--- config.mk ---
export PLATFORM = sky130hd
export DESIGN_NAME = serial_adder_ctrl
export DESIGN_NICKNAME = d
export VERILOG_FILES = /design/src/rtl/serial_adder_ctrl.sv
export SDC_FILE = /design/constraint.sdc
export NUM_CORES = 1
export LEC_CHECK = 0
export CORE_AREA = 2 2 81 44
export CTS_CLUSTER_DIAMETER = 40
export DETAILED_ROUTE_END_ITERATION = 6
export DIE_AREA = 0 0 83 46
export PLACE_DENSITY = 0.84
export SYNTH_ARGS = -nofsm -noshare
export SYNTH_HDL_FRONTEND = slang
export SYNTH_SLANG_ARGS = --single-unit
--- constraint.sdc ---
create_clock -name clk -period 2.7 [get_ports clk]
set_input_delay 0.54 -clock clk [delete_from_list [all_inputs] [get_ports clk]]
set_output_delay 0.54 -clock clk [all_outputs]
set_load 0.1 [all_outputs]
--- src/rtl/serial_adder_ctrl.sv ---
// serial_adder_ctrl: bit-serial WIDTH-bit adder controller.
// Sends operand bits LSB first to an external 1-bit full_adder, keeps the
// carry in a register between bits, and collects the sum bits into a result.
// A start/busy/done handshake frames each addition. One addition takes WIDTH
// cycles in ADD, followed by a single DONE cycle. A start seen in ADD or DONE
// is ignored, so the earliest next accepting edge is the edge after the one
// that ends the done pulse.
module serial_adder_ctrl #(
  parameter int WIDTH = 8
) (
  input  logic             clk,
  input  logic             rst_n,
  input  logic             start,
  input  logic [WIDTH-1:0] a,
  input  logic [WIDTH-1:0] b,
  input  logic             cin,
  output logic             fa_a,
  output logic             fa_b,
  output logic             fa_cin,
  input  logic             fa_sum,
  input  logic             fa_carry,
  output logic             busy,
  output logic             done,
  output logic [WIDTH-1:0] sum,
  output logic             cout
);

  localparam int CNT_W = (WIDTH > 1) ? $clog2(WIDTH) : 1;
  localparam logic [CNT_W-1:0] LAST_BIT = CNT_W'(WIDTH - 1);

  typedef enum logic [1:0] {
    S_IDLE,
    S_ADD,
    S_DONE
  } state_e;

  state_e           state_q, state_d;
  logic [WIDTH-1:0] a_sh_q, a_sh_d;
  logic [WIDTH-1:0] b_sh_q, b_sh_d;
  logic [WIDTH-1:0] acc_q, acc_d;
  logic [WIDTH-1:0] sum_q, sum_d;
  logic             carry_q, carry_d;
  logic             cout_q, cout_d;
  logic [CNT_W-1:0] cnt_q, cnt_d;
  logic             in_add;

  // Bit path to the full_adder is live only in ADD; it idles at zero otherwise.
  assign in_add = (state_q == S_ADD);
  assign fa_a   = in_add & a_sh_q[0];
  assign fa_b   = in_add & b_sh_q[0];
  assign fa_cin = in_add & carry_q;

  // Status is decoded straight from the state register (Moore outputs).
  assign busy = in_add;
  assign done = (state_q == S_DONE);
  assign sum  = sum_q;
  assign cout = cout_q;

  // Next-state and datapath update for the IDLE -> ADD -> DONE sequence.
  always_comb begin
    // NOTE: every signal gets a hold default first, so no path can infer a latch.
    state_d = state_q;
    a_sh_d  = a_sh_q;
    b_sh_d  = b_sh_q;
    acc_d   = acc_q;
    sum_d   = sum_q;
    carry_d = carry_q;
    cout_d  = cout_q;
    cnt_d   = cnt_q;

    unique case (state_q)
      S_IDLE: begin
        if (start) begin
          a_sh_d  = a;
          b_sh_d  = b;
          carry_d = cin;
          cnt_d   = '0;
          state_d = S_ADD;
        end
      end
      S_ADD: begin
        acc_d   = {fa_sum, acc_q[WIDTH-1:1]};
        carry_d = fa_carry;
        a_sh_d  = a_sh_q >> 1;
        b_sh_d  = b_sh_q >> 1;
        cnt_d   = cnt_q + CNT_W'(1);
        // Publish the result only once, on the final bit, so sum/cout never
        // show a partially built value.
        if (cnt_q == LAST_BIT) begin
          sum_d   = {fa_sum, acc_q[WIDTH-1:1]};
          cout_d  = fa_carry;
          state_d = S_DONE;
        end
      end
      S_DONE: begin
        state_d = S_IDLE;
      end
      default: begin
        state_d = S_IDLE;
      end
    endcase
  end

  // State register with synchronous active-low reset that clears everything.
  always_ff @(posedge clk) begin
    // NOTE: sequential state uses non-blocking assignments only, so every flop
    // samples the pre-edge values regardless of statement order.
    if (!rst_n) begin
      state_q <= S_IDLE;
      a_sh_q  <= '0;
      b_sh_q  <= '0;
      acc_q   <= '0;
      sum_q   <= '0;
      carry_q <= 1'b0;
      cout_q  <= 1'b0;
      cnt_q   <= '0;
    end else begin
      state_q <= state_d;
      a_sh_q  <= a_sh_d;
      b_sh_q  <= b_sh_d;
      acc_q   <= acc_d;
      sum_q   <= sum_d;
      carry_q <= carry_d;
      cout_q  <= cout_d;
      cnt_q   <= cnt_d;
    end
  end

endmodule
==> flow_summary.ini, run 1 <==
[status]
outcome = finished clean

[drt]
drt_iter0_drc = 149
m1WireLength_um = 1787
wirelength_um = 3376
dr.pass1.iters = 4
ant_nets = 0
wl_met2_um = 1382
top_layer = met4
drc = 0
vias = 1337
route.met3.wl_um = 197
viasPerCell = 5.264
routedWlPerCell_um = 13.29

[clock_network]
cts_root_buffer = clkbuf_8
cts_buffers = 5
clk_pin_slew_worst_paths_ps = 70
cts_setup_buffers = 0
hold_buffers = 0
clock_path_buffers = 2
cts_tree = built
cts.sinks = 38
clk_latency_ps = 280
htreeDepth = 2
cts_resized = 0

[synth]
yosys.area.top_type_share = 0.4776
synthFlopType = dfxtp_1
postSynth.asyncResetShare = 0
synth_cells = 179
syn_area_per_cell_um2 = 8.898
yosysTopAreaCell = dfxtp_1
synthTopCellsByCount = dfxtp_1, nand2_1, nand3_1
ys_seq_area_frac = 0.4776
synth_area_leaders = dfxtp_1, mux2i_1, nand2_1, o211ai_1, nand3_1
syn_nets = 203
ys_warn_count = 0
synth-edff-count = 0
synth_most_common_cell = dfxtp_1
synth_cell_types = 25
syn_area_um2 = 1593
ys_seq_elements = 38

[floorplanning]
die_h_um = 46
start_util = 0.4963
die_area_um2 = 3818
top_level_ports = 36
design.core.area_um2 = 3209
chipWidth_um = 83
rows = 15

[place]
place.gp.congestion = 0.7956
dp_hpwl_um = 2396
port_buffers = 35
dpl_cell_area_um2 = 1996

[worst_setup_path]
cp.required_ps = 2160
crit_path_start_kind = flop
cp-end-kind = primary output
critPathKind = flop to primary output
path_max_fanout = 14
arrival_ps = 1540

[global_route]
track_usage = 0.1924
grt_max_degree = 31
antenna_found_initial = 0
grt_pass1_vias = 1153
grt-ovfl-total = 0
grt_pass1_wl_um = 5609

[timing]
maxSlewViolCount = 0
setup_viol = 0
skew_ps = 4.730
tightestPinTransition_ps = 396.8
timing.slew.headroom = 0.7346
final_hold_viol_count = 0
max_freq_mhz = 481.0
period_needed_ps = 2079
setup_tns_ps = 0
rsz0062_at_grt = no
min_period_over_period = 0.7700

[cells_and_area]
antenna_cells = 0
stdcell_area_um2 = 2091
drive_gt1_frac = 0.1462
fill_cells = 259
nets = 235
area_growth_pct = 31.26

[power]
ir_drop_uv = 241.5
p_leak_nw = 0.8349
powerDensity_nw_per_um2 = 548.7

[run]
cap_violations = 0

[hold_path]
hold_path.class = flop to flop
==> routing by layer <==
layer  global-route usage  vias to the layer above
met1               0.2732                      605
met5                    0                        -
li1                     -                      693
met2               0.2839                       37
met4              0.04918                        0
met3              0.06341                        2
==> through the flow <==
stage	util	total power [mW]	hold slack (ps)	cells	worst slack, ps
after floorplan	-	0.6987	432.1	179	176.7
after global placement	0.6218	0.7584	441.7	246	839.7
after detailed placement	0.6218	0.7606	441.6	246	801.1
after CTS	0.6515	1.156	452.6	254	605.8
after global routing	0.6515	1.192	480.8	254	532.4
final	0.6515	1.147	450.3	254	621.1
==> cell usage in the layout, fill, tap and decap left out, drive strengths merged, types with 6 or more instances in the layout <==
| cell | count |
|---|---|
| clkbuf | 6 |
| clkdlybuf4s50 | 21 |
| o21ai | 18 |
| dfxtp | 38 |
| nand3 | 20 |
| buf | 19 |
| mux2i | 16 |
| nand2 | 30 |
| o211ai | 15 |
| a21boi | 7 |
==> report_power, final <==
group	total, mW	internal [mW]	switching, mW
Combinational	0.152	0.0705	0.0813
Clock	0.399	0.205	0.194
Sequential	0.596	0.583	0.0129
Total	1.15	0.859	0.288
==> flip-flops by register name (all words and copies together), names as in the netlist <==
register,flops
acc_q,7
a_sh_q,8
carry_q,1
cout,1
sum,8
b_sh_q,8
state_q,2
cnt_q,3
==> kinds of logic (layout without fill, tap and decap cells) <==
| group | after synthesis | count (layout) | synth area share |
|---|---|---|---|
| AND/OR/NAND/NOR | 63 | 63 | 0.1878 |
| AO/OA/AOI/OAI | 43 | 43 | 0.1712 |
| flip-flops | 38 | 38 | 0.4776 |
| multiplexers | 16 | 16 | 0.1005 |
| buffers and inverters | 17 | 50 | 0.04713 |
| adder cells (fa/ha/maj) | 2 | 2 | 0.01571 |
==> worst paths after layout <==
path | startpoint | endpoint | slack [ps] | depth (start not counted)
setup / recovery | state_q[1]$_SDFFE_PN0P_ | fa_a | 620 | 4
hold / removal | sum[1]$_SDFFE_PN0P_ | sum[1]$_SDFFE_PN0P_ | 450 | 2
setup reg to reg | state_q[0]$_SDFFE_PN0P_ | b_sh_q[2]$_SDFFE_PN0P_ | 1140 | 4
hold reg to reg | sum[1]$_SDFFE_PN0P_ | sum[1]$_SDFFE_PN0P_ | 450 | 2
==> critical path: stages, from the launching register on <==
cell,delay [ps]
dfxtp_1,310
nand2b_1,260
inv_2,280
and2_1,220
buf_12,180
==> cell type report <==
class                   count  area, µm²  share of cell area
clock buffers               6      82.58             0.03950
inverters                   2      7.507            0.003591
repair buffers             40      415.4              0.1987
flip-flops and latches     38      760.7              0.3639
multi-input cells         124      759.5              0.3633
well taps                  42      52.55             0.02513
clock inverters             2      12.51            0.005984
Power figures use the tool's default switching activity.
==> inputs of run 2 (changes only) <==
Settings changed: CORE_AREA 2 2 81 44 to 2 2 89 48, DIE_AREA 0 0 83 46 to 0 0 91 50, PLACE_DENSITY 0.84 to 0.74.
Clock period 2.7 ns to 1.7 ns, I/O delays scaled along.
==> run 2 against run 1 <==
  * Core utilization decreased by 3.9 points
  * Die area increased by 19%
  * First-iteration DRC count decreased by 47%
  * Cell area increased by 10%
  * Sequential power increased by 59%
  * Critical endpoint is now done
==> flow_summary.ini, run 2 (synthesis results as in run 1) <==
[worst_setup_path]
crit_path_start_kind = flop
max_stage_delay_ps = 320
critPathSlowestCell = dfxtp_1
arrival_ps = 1260
path_max_fanout = 22
worstPathCellList = buf_4 > nor2b_4 > buf_12
path_buf_inv = 2
cp-end-kind = primary output
cp_top_family = buffers and inverters
cp.required_ps = 1360
critPathKind = flop to primary output

[place]
dp_hpwl_um = 2516
port_buffers = 35
place.gp.congestion = 0.7501
place_ws_ps = 26.18
post-place-cells = 261

[floorplanning]
die_h_um = 50
start_util = 0.4232
chipWidth_um = 91
rows = 16
top_level_ports = 36
die_area_um2 = 4550
design.core.area_um2 = 3764

[global_route]
grt.met3_usage = 0.06116
track_usage = 0.1741
antenna_found_initial = 0
grt-ovfl-total = 0
grt_use_met2 = 0.2469
grt_pass1_vias = 1266
grt_busiest_layer = met2
grt_pass1_wl_um = 6078
grt.met1_usage = 0.2336
grt_max_degree = 29

[clock_network]
clk_latency_ps = 300
clk_pin_slew_worst_paths_ps = 70
cts_tree = built
cts_buffers = 5
htreeDepth = 2
hold_buffers = 0
cts.sinks = 38
cts_root_buffer = clkbuf_8
clock_path_buffers = 2

[cells_and_area]
area_growth_pct = 44.62
antenna_cells = 0
nets = 238
fill_cells = 330
stdcell_count = 269
drive_gt1_frac = 0.1721
most-common-layout-cells = dfxtp_1, nand2_1, clkdlybuf4s50_1
final_common_cell = dfxtp_1

[timing]
timing.slew.headroom = 0.7421
max_freq_mhz = 624.5
setup_tns_ps = 0
tightestPinTransition_ps = 385.7
rsz0062_at_grt = no
skew_ps = 10.11
min_period_over_period = 0.9419
period_needed_ps = 1601
maxSlewViolCount = 0
final_hold_viol_count = 0
fin_ws_ps = 98.78
setup_viol = 0

[power]
ir_drop_uv = 413.7
combPwrFrac = 0.119
seq_power_share = 0.441
p_total_mw = 2.148
switchingPower_mw = 0.4751
switching_share = 0.2212
p_int_mw = 1.673
power_frac_clock = 0.440
p_leak_nw = 0.9023
powerDensity_nw_per_um2 = 932.4

[drt]
drc = 0
dr.pass1.iters = 6
drt_iter0_drc = 79
routedWlPerCell_um = 13.39
vias = 1373
wirelength_um = 3602
viasPerCell = 5.104
ant_nets = 0

[hold_path]
hold_path.class = flop to flop

[run]
cap_violations = 0

[status]
outcome = finished clean
-- run 2: cell types whose count changed in the layout (fill, tap and decap cells not counted), sizes merged --
cell,previous run,this run
buf,19,22
bufinv,0,2
clkinv,1,0
clkinvlp,1,0
-- run 2: final timing paths --
| check | from | end | slack (ps) | depth (start not counted) |
|---|---|---|---|---|
| max | state_q[1]$_SDFFE_PN0P_ | done | 100 | 3 |
| min reg2reg | acc_q[1]$_SDFFE_PN0P_ | sum[0]$_SDFFE_PN0P_ | 450 | 2 |
| max reg2reg | state_q[0]$_SDFFE_PN0P_ | b_sh_q[2]$_SDFFE_PN0P_ | 280 | 4 |
| min | acc_q[1]$_SDFFE_PN0P_ | sum[0]$_SDFFE_PN0P_ | 450 | 2 |
-- run 2: through the flow --
step	util	hold WS, ps	instance area, µm²
final	0.6120	449.4	2303
after global routing	0.6120	484.8	2303
after CTS	0.6114	454.5	2301
after detailed placement	0.5735	447.6	2158
after global placement	0.5735	440.6	2158
after floorplan	-	432.1	1615
-- run 2: worst min-delay path: stages (launching register included) --
cell and delay (ps):
dfxtp_1 310, nand3_1 60, nand2_1 40
-- run 2: repair_timing --
| action | CTS | global route |
|---|---|---|
| gates resized for setup | 0 | 1 |
| endpoints found under the setup margin | 0 | 2 |
| buffers inserted | 0 | 0 |
-- run 2: area by class of cell --
| cell class | count | area [µm²] | share of cell area |
|---|---|---|---|
| Multi-Input combinational cell | 124 | 772.0 | 0.3351 |
| Tap cell | 54 | 67.56 | 0.02933 |
| Inverter | 2 | 10.01 | 0.004345 |
| Clock buffer | 6 | 82.58 | 0.03585 |
| Clock inverter | 2 | 60.06 | 0.02607 |
| Timing Repair Buffer | 43 | 550.5 | 0.2390 |
| Sequential cell | 38 | 760.7 | 0.3303 |
-- run 2: routing by layer --
layer | part of all wire | wire [µm]
met1 | 0.51 | 1823
met5 | 0 | 0
met2 | 0.40 | 1450
met4 | 0.019 | 67
met3 | 0.072 | 260
-- run 2: power groups by stage --
stage / Combinational (mW) / Clock (mW) / Sequential [mW]
5_1_grt: 0.276 / 1.00 / 0.952
2_1_floorplan: 0.154 / 0 / 0.961
3_3_place_gp: 0.250 / 0 / 0.965
6_report: 0.255 / 0.946 / 0.947
4_1_cts: 0.254 / 0.969 / 0.946
3_5_place_dp: 0.252 / 0 / 0.967
